### src/rtl/csr_file_m.sv
// rtl/csr_file_m.sv - machine-mode CSR file with trap/mret sequencing, interrupt gating and 64-bit counters
module csr_file_m #(
    parameter int              XLEN         = 32,
    parameter int              HAS_COUNTERS = 1,
    parameter logic [XLEN-1:0] MTVEC_RESET  = '0,
    parameter int              VECTORED_EN  = 1
) (
    input  logic            clock,
    input  logic            reset_n,
    input  logic [11:0]     csr_addr,
    input  logic [1:0]      csr_op,
    input  logic [XLEN-1:0] csr_w_data,
    output logic [XLEN-1:0] csr_r_data,
    output logic            csr_illegal,
    input  logic            instr_retire,
    input  logic            trap_en,
    input  logic [XLEN-1:0] trap_cause,
    input  logic [XLEN-1:0] trap_pc,
    input  logic [XLEN-1:0] trap_val,
    input  logic            mret_en,
    input  logic            irq_ext,
    input  logic            irq_timer,
    input  logic            irq_soft,
    output logic [XLEN-1:0] trap_vector,
    output logic [XLEN-1:0] mepc_out,
    output logic            irq_pending
);
    localparam logic [1:0]      OP_RW    = 2'b01;
    localparam logic [1:0]      OP_RS    = 2'b10;
    localparam logic [1:0]      OP_RC    = 2'b11;
    localparam logic [XLEN-1:0] MISA     = 32'h4000_0100;
    localparam logic [XLEN-1:0] MIE_MASK = 32'h0000_0888;
    localparam logic            CNT_EN   = (HAS_COUNTERS != 0);
    localparam logic            VEC_EN   = (VECTORED_EN != 0);
    localparam logic            RST_MODE = (MTVEC_RESET[1:0] == 2'b01) && VEC_EN;

    logic            mstatus_mie, mstatus_mpie;
    logic [XLEN-1:0] mie_reg, mscratch, mepc, mcause, mtval;
    logic [XLEN-3:0] mtvec_base;
    logic            mtvec_mode;
    logic [2:0]      mip_q;
    logic [63:0]     mcycle, minstret, mcycle_next, minstret_next;

    logic [XLEN-1:0] mstatus_val, mip_val, rd_val, wr_val;
    logic            hit, read_only, wr_en;

    always_comb begin
        mstatus_val        = '0;
        mstatus_val[12:11] = 2'b11;
        mstatus_val[7]     = mstatus_mpie;
        mstatus_val[3]     = mstatus_mie;
        mip_val            = '0;
        mip_val[11]        = mip_q[2];
        mip_val[7]         = mip_q[1];
        mip_val[3]         = mip_q[0];
    end

    always_comb begin
        hit       = 1'b1;
        read_only = 1'b0;
        rd_val    = '0;
        case (csr_addr)
            12'h300: rd_val = mstatus_val;
            12'h301: begin rd_val = MISA; read_only = 1'b1; end
            12'h304: rd_val = mie_reg;
            12'h305: rd_val = {mtvec_base, 1'b0, mtvec_mode};
            12'h340: rd_val = mscratch;
            12'h341: rd_val = mepc;
            12'h342: rd_val = mcause;
            12'h343: rd_val = mtval;
            12'h344: begin rd_val = mip_val; read_only = 1'b1; end
            12'hB00: begin hit = CNT_EN; rd_val = mcycle[31:0];    end
            12'hB02: begin hit = CNT_EN; rd_val = minstret[31:0];  end
            12'hB80: begin hit = CNT_EN; rd_val = mcycle[63:32];   end
            12'hB82: begin hit = CNT_EN; rd_val = minstret[63:32]; end
            default: hit = 1'b0;
        endcase
    end

    // RS/RC with a zero operand is a pure read, so it is legal even on read-only registers.
    assign csr_illegal = (csr_op != 2'b00) &&
                         (!hit || (read_only && (csr_op == OP_RW || csr_w_data != '0)));
    assign csr_r_data  = csr_illegal ? '0 : rd_val;

    always_comb begin
        case (csr_op)
            OP_RW:   wr_val = csr_w_data;
            OP_RS:   wr_val = rd_val | csr_w_data;
            OP_RC:   wr_val = rd_val & ~csr_w_data;
            default: wr_val = rd_val;
        endcase
    end

    assign wr_en = (csr_op != 2'b00) && !csr_illegal && !read_only && !trap_en && !mret_en;

    // A written half replaces its increment; the other half keeps the carry from the old value.
    always_comb begin
        mcycle_next   = mcycle + 64'd1;
        minstret_next = minstret + {63'd0, instr_retire};
        if (wr_en) begin
            case (csr_addr)
                12'hB00: mcycle_next[31:0]    = wr_val;
                12'hB80: mcycle_next[63:32]   = wr_val;
                12'hB02: minstret_next[31:0]  = wr_val;
                12'hB82: minstret_next[63:32] = wr_val;
                default: ;
            endcase
        end
        if (!CNT_EN) begin
            mcycle_next   = '0;
            minstret_next = '0;
        end
    end

    always_ff @(posedge clock) begin
        if (!reset_n) begin
            mstatus_mie  <= 1'b0;
            mstatus_mpie <= 1'b0;
            mie_reg      <= '0;
            mscratch     <= '0;
            mepc         <= '0;
            mcause       <= '0;
            mtval        <= '0;
            mtvec_base   <= MTVEC_RESET[XLEN-1:2];
            mtvec_mode   <= RST_MODE;
            mip_q        <= '0;
            mcycle       <= '0;
            minstret     <= '0;
        end else begin
            mip_q    <= {irq_ext, irq_timer, irq_soft};
            mcycle   <= mcycle_next;
            minstret <= minstret_next;
            if (trap_en) begin
                mepc         <= trap_pc & ~XLEN'(3);
                mcause       <= trap_cause;
                mtval        <= trap_val;
                mstatus_mpie <= mstatus_mie;
                mstatus_mie  <= 1'b0;
            end else if (mret_en) begin
                mstatus_mie  <= mstatus_mpie;
                mstatus_mpie <= 1'b1;
            end else if (wr_en) begin
                case (csr_addr)
                    12'h300: begin
                        mstatus_mie  <= wr_val[3];
                        mstatus_mpie <= wr_val[7];
                    end
                    12'h304: mie_reg <= wr_val & MIE_MASK;
                    12'h305: begin
                        mtvec_base <= wr_val[XLEN-1:2];
                        // Only MODE 0/1 are legal; other encodings leave the mode alone.
                        if (!wr_val[1]) mtvec_mode <= wr_val[0] && VEC_EN;
                    end
                    12'h340: mscratch <= wr_val;
                    12'h341: mepc     <= wr_val & ~XLEN'(3);
                    12'h342: mcause   <= wr_val;
                    12'h343: mtval    <= wr_val;
                    default: ;
                endcase
            end
        end
    end

    assign trap_vector = {mtvec_base, 2'b00} +
                         ((mtvec_mode && VEC_EN && trap_cause[XLEN-1]) ?
                          XLEN'({trap_cause[4:0], 2'b00}) : '0);
    assign mepc_out    = mepc;
    assign irq_pending = mstatus_mie && |(mip_val & mie_reg);
endmodule

### config.mk
export PLATFORM = sky130hd
export DESIGN_NAME = csr_file_m
export DESIGN_NICKNAME = d
export VERILOG_FILES = /design/src/rtl/csr_file_m.sv
export SDC_FILE = /design/constraint.sdc
export NUM_CORES = 1
export LEC_CHECK = 0
export CAP_MARGIN = 10
export CELL_PAD_IN_SITES_DETAIL_PLACEMENT = 0
export CELL_PAD_IN_SITES_GLOBAL_PLACEMENT = 2
export CORE_MARGIN = 10
export CORE_UTILIZATION = 35
export DETAILED_ROUTE_END_ITERATION = 8
export GPL_TIMING_DRIVEN = 0
export PLACE_DENSITY_LB_ADDON = 0.08
export SLEW_MARGIN = 5
export SYNTH_ARGS = -nofsm -noshare
export SYNTH_HDL_FRONTEND = slang
export SYNTH_SLANG_ARGS = --single-unit
### constraint.sdc
create_clock -name clock -period 11.1 [get_ports clock]
set_clock_uncertainty 0.05 [all_clocks]
set_input_delay 3.33 -clock clock [delete_from_list [all_inputs] [get_ports clock]]
set_output_delay 3.33 -clock clock [all_outputs]
set_load 0.03 [all_outputs]
Word-level counts from Yosys, hierarchy flattened

Cells that the tools add are included.

Logic and storage cells: 109
Output and inout port bits: 98
Bits in registers: 293

Muxes and demuxes: 31
Bitwise operators: 8
Eq/ne operators: 17
Reduce and logical (&&, ||, !) cells: 38
Add/sub/neg operators: 3

Operators by type and width:

| kind                                                   | number |
|---|---|
| 2-to-1 mux 32 bit                                      | 17 |
| one-hot mux 32 bit (13 select lines)                   | 1 |
| 2-to-1 mux 64 bit                                      | 2 |
| equality test 12 x 10 -> 1 bit (second input constant) | 9 |
| one-hot mux 32 bit (3 select lines)                    | 1 |
| adder 64 x 1 -> 64 bit                                 | 1 |
| adder 64 x 1 -> 64 bit (second input constant)         | 1 |
| equality test 12 bit (second input constant)           | 4 |
| adder 32 x 7 -> 32 bit                                 | 1 |
| AND 32 bit                                             | 1 |
| NOT 32 bit                                             | 1 |
| bitwise OR 32 bit                                      | 1 |
| nonzero test 32 bit                                    | 1 |
| OR reduction 32 bit                                    | 1 |
| nonzero test 2 bit                                     | 7 |
| OR reduction 13 bit                                    | 1 |
| AND 12 bit                                             | 1 |
| AND reduction 4 bit                                    | 3 |
| 2-to-1 mux 1 bit                                       | 9 |
| AND reduction 3 bit                                    | 3 |
| logical AND 1 bit                                      | 8 |
| 2-to-1 mux 7 bit                                       | 1 |
| nonzero test 3 bit                                     | 2 |
| logical NOT 1 bit                                      | 5 |
| 8 further kinds                                        | 15 |

Logic depth before layout (Yosys ltp)

Depth after elaboration: 14
Mapped depth: 12
Depth with buffers taken out: 11

Worst setup path after synthesis

OpenSTA, ideal clock, no wires.

Kind: input port to output port
Start point: in csr_op[1]
End point: out csr_r_data[30]
Required time: 7.720 ns
Stages on the path: 7
Data arrival time: 6.110 ns
Setup slack: 1.610 ns
Cell sequence: clkbuf_1 > inv_1 > nand2_1 > clkbuf_1 > o41ai_1 > nor4_1 > nor2_1

Cells in the longest elaborated chain, start to end: 6

Ends and longest elaborated chain:

| element                      | line | source |
|---|---|---|
| start: declaration           | 11   | `input logic [1:0] csr_op,` |
| equality test 2 x 1 -> 1 bit | 82   | `(!hit \|\| (read_only && (csr_op == OP_RW \|\| csr_w_data != '0)));` |
| logical OR 1 bit             | 82   |  |
| logical AND 1 bit            | 82   |  |
| logical OR 1 bit             | 82   |  |
| logical AND 1 bit (*)        | 81   | `assign csr_illegal = (csr_op != 2'b00) &&` |
| named net csr_illegal        | 14   | `output logic csr_illegal,` |
| 2-to-1 mux 32 bit (*)        | 83   | `assign csr_r_data = csr_illegal ? '0 : rd_val;` |
| end: declaration             | 13   | `output logic [XLEN-1:0] csr_r_data,` |

The timed path passes the listed nets; every way through them passes the cells marked *.

Final worst setup path

Start point: in csr_addr[1]
End point: out csr_r_data[18]

Cells in the longest elaborated chain, start to end: 7

Ends and longest elaborated chain:

| element                                                                    | line | source |
|---|---|---|
| start: declaration                                                         | 10   | `input logic [11:0] csr_addr,` |
| equality test 12 bit or equality test 12 x 10 -> 1 bit (tied branches)     | 62   | `case (csr_addr)` |
| OR reduction 13 bit (no source line) or OR reduction 2 bit (tied branches) | --   |  |
| 2-to-1 mux 1 bit                                                           | 62   |  |
| logical NOT 1 bit or logical AND 1 bit (tied branches)                     | 82   |  |
| logical OR 1 bit                                                           | 82   |  |
| logical AND 1 bit                                                          | 81   |  |
| 2-to-1 mux 32 bit (*)                                                      | 83   |  |

Every way passes the cells marked *; elsewhere a longest branch is shown, timed or not.

==> results.md <==
- Status: finished with violations
- Failing checks: negative setup slack
- CTS clock-pin slew for the worst setup and hold paths: 60 ps
- Top Registers: mcycle x64, minstret x64
- Die area: 62300 um^2
- NetSw: 0.841 mW
- H-tree depth: 2
- Core area: 52300 um^2
- Total grt overflow: 0
- Yosys warnings: 0
- Clk sinks: 293
- Via Count: 22052
- Area growth syn-to-layout: 26.4%
- Seq cells post-synth: 293
- Bufs on Longest Clock Path: 3
- Max Freq: 88.6 MHz
- Reg-to-reg critical path startpoint: minstret[9]$_SDFF_PN0_
- DP HPWL: 97900 um
- # Max-Cap Violations: 0
- I/O pin cnt: 248
- Number of DRC markers in iteration 0: 2866
- Hold slack: 421 ps
- DRC: 0
- Worst skew pair latency: 600 ps
- Post-Synth XOR/XNOR Area: 8.17%
- Post-synth EDFFs: 0
- Placed Cells incl. Taps: 3311
- Worst setup SP type: primary input
- Die Y: 250 um
- Endpoints failing hold: 0
- Top_reg_cell synth: dfxtp_1
- Nature of the critical path endpoint: output port
- RSZ-0062 raised after global routing: false
- Post-synth top area share: 31.8%
- Internal: 1.93 mW
- Setup violators final: 8
- Avg WL per Cell: 36.6 um
- Root buffer cell: clkbuf_16
- Reg2Reg Depth: 7
- Period utilization: 102%
- Fin cells: 3382
- Seq pwr share: 40.0%
- Setup bufs post-CTS: 0
- Critical path class: in -> out
- Peak supply drop: 104 uV
- Largest fanout on the critical path: 10
- Die width: 250 um
- Max-slew violation count: 0
- Syn_area_per_cell: 7.78 um^2
- Post-synthesis mux area share: 4.72%
- HP Start: mscratch[8]$_SDFFE_PN0P_
- Simple-Gate Fraction of Synth Area: 23.7%
- Setup slack after layout: -183 ps
- Leak pwr: 8.19 nW
- CP bufs+invs: 4
- Hold path depth: 2
- Cell Rows: 84
- Hold crit path type: reg -> reg
- Worst slew pin tran: 1480 ps
- Yosys top cell by area: dfxtp_1
- Post-synthesis cell count: 2371
- First-pass GRT wire length: 168000 um
- Logic pwr share: 15.0%
- Starting Density: 35.2%
- CP cell instances: clkdlybuf4s50_1, buf_4, or3b_2, nor4_2, clkbuf_1, a22oi_1, nand3_1, clkdlybuf4s50_1
- Pin count of the biggest net entering global routing: 14
- Worst Hold Path EP: mscratch[8]$_SDFFE_PN0P_
- Nets: 2822
- Critical path's largest stage delay: 1000 ps
- First-pass detailed-route iteration total: 6
- R2R setup slack: 7080 ps
- Area contributors post-synth: dfxtp_1, a21oi_1, nand2_1, xnor2_1, nor2_1
- Largest family of logic cells by synthesized area: compound AO/OA/AOI/OAI gates
- Vias per inst: 6.52
- Final Critical Period: 11280 ps
- Mapped cell area: 18400 um^2
- Clk network pwr share: 45.0%
- PortBufs: 234
- Seq/Total Area, Yosys: 31.8%
- Number of global-route vias before repair: 20583
- Hold-fix buffers, CTS: 0
- Top Family by Delay on Critical Path: buffers and inverters
- RD Place Congestion: 1.09
- GRT Overall Usage: 37.7%
- CTS tree: yes
- CTS Buf Count: 37
- Sw frac: 30.4%
- Antenna-violating nets left: 0
- Synth Area in Compound Gates: 25.3%
- CP dominant cell by count: clkdlybuf4s50_1
- Drt total wl: 124000 um
- Critical path arrival: 7900 ps
- Fill cells: 5354
- Slowest CP cell: nor4_2
- Yosys cell types: 97
- Slew Limit Headroom: 1.03%
- WP data required: 7720 ps
- Power per cell area: 119 nW/um^2
- Post-synth ARST share: 0%
- Final Util: 44.5%
- Layout cell share with drive strength beyond 1: 8.59%
- Initial antenna violation count: 6
- Post-Synth Adder-Cell Area: 0.651%
- R2r endpoint: minstret[61]$_SDFF_PN0_
==> cell families (layout without fill, tap and decap cells) <==
family / after synthesis / count (layout)
and+or+nand+nor: 860 / 860
DFF: 293 / 293
buffers and inverters: 244 / 559
AOI/OAI and AO/OA: 715 / 715
muxes: 77 / 77
xor gates and xnor gates: 172 / 172
other: 1 / 9
adders and majority gates: 9 / 9
==> placed cells by master, fill, tap and decap left out, types with 8 or more instances in the layout <==
cell type / netlist / layout
a2111o_1: 8 / 8
xnor2_1: 94 / 94
ha_1: 8 / 8
mux2_2: 20 / 20
a22o_1: 9 / 9
a21oi_1: 234 / 234
mux2i_1: 51 / 51
a211oi_1: 50 / 48
xor2_1: 78 / 78
a31oi_1: 13 / 13
buf_1: 17 / 16
nand2_1: 228 / 228
and2_1: 9 / 9
clkinv_2: 0 / 9
nor2b_1: 11 / 11
and4_1: 17 / 17
clkbuf_1: 130 / 135
o21ai_0: 151 / 151
clkbuf_16: 0 / 37
or4_1: 8 / 8
nor2_1: 202 / 202
or3_1: 8 / 8
o21ai_2: 6 / 13
nand3_1: 100 / 100
inv_1: 40 / 40
o211a_1: 17 / 17
buf_2: 40 / 39
and3_1: 30 / 30
o22ai_1: 46 / 45
a221oi_1: 13 / 13
a211o_1: 48 / 48
dfxtp_1: 293 / 293
nand4_1: 92 / 92
nor4_1: 47 / 45
clkdlybuf4s50_1: 0 / 234
a22oi_1: 29 / 29
nor3_1: 52 / 50
buf_4: 11 / 15
==> worst register-to-register path: cells and delay by family, from the launching register on <==
kind / cells / cell delay (ps)
xor gates and xnor gates: 1 / 190
and+or+nand+nor: 5 / 2900
AOI/OAI and AO/OA: 1 / 160
DFF: 1 / 630
==> worst max-delay path by stage <==
stage          slack (ps)  cells after the start        endpoint         from
2_1_floorplan        1610                      7  csr_r_data[30]    csr_op[1]
3_3_place_gp        -1130                     10  csr_r_data[18]  csr_addr[1]
6_report             -180                      8  csr_r_data[18]  csr_addr[1]
5_1_grt                30                     10  csr_r_data[12]  csr_addr[1]
3_5_place_dp         -160                     10  csr_r_data[22]  csr_addr[1]
4_1_cts                30                     10   csr_r_data[8]  csr_addr[1]
==> synth_stat cells, types with 29 or more instances <==
master and number:
buf_2 40, nor4_1 47, inv_1 40, a22oi_1 29, nand2_1 228, xnor2_1 94
clkbuf_1 130, nor3_1 52, dfxtp_1 293, xor2_1 78, a211oi_1 50, nor2_1 202
nand3_1 100, a211o_1 48, nand4_1 92, o22ai_1 46, mux2i_1 51, o21ai_0 151
a21oi_1 234, and3_1 30
==> per-stage QoR <==
stage,setup TNS (ps),worst slack (ps),instance area (um^2),power (mW)
floorplan,0,1610,18500,1.28
global placement,-5960,-1130,21700,1.50
detailed placement,-745,-162,22000,1.52
CTS,0,26.4,23300,2.75
global route,0,28.3,23300,2.82
finish,-541,-183,23300,2.77
==> what timing repair did <==
item                                   CTS  global route
setup endpoints to repair                6             5
endpoints found under the hold margin    0             0
resized for setup                        4             5
==> metal layers <==
layer  part of all wire, %  global-route usage, %
met5                 0.014                      0
met4                   8.1                   25.9
met3                   9.9                   8.98
met2                    42                   56.5
met1                    40                   47.0
==> cell type report <==
type / count / area, um^2 / share of cell area, %
multi-input cells: 1837 / 11700 / 50.2
flip-flops and latches: 293 / 5870 / 25.2
repair buffers: 250 / 2600 / 11.2
clock buffers: 50 / 1040 / 4.48
plain buffers: 204 / 903 / 3.88
well taps: 688 / 861 / 3.69
clock inverters: 15 / 179 / 0.767
inverters: 40 / 150 / 0.644
diodes: 5 / 12.5 / 0.0537
==> power groups by stage <==
stage / clock (mW) / sequential [mW] / combinational [mW]
6_report: 1.25 / 1.11 / 0.416
5_1_grt: 1.29 / 1.11 / 0.419
4_1_cts: 1.25 / 1.10 / 0.398
3_5_place_dp: 0 / 1.13 / 0.396
3_3_place_gp: 0 / 1.13 / 0.376
2_1_floorplan: 0 / 1.12 / 0.153
(Power assumes the default switching activity.)
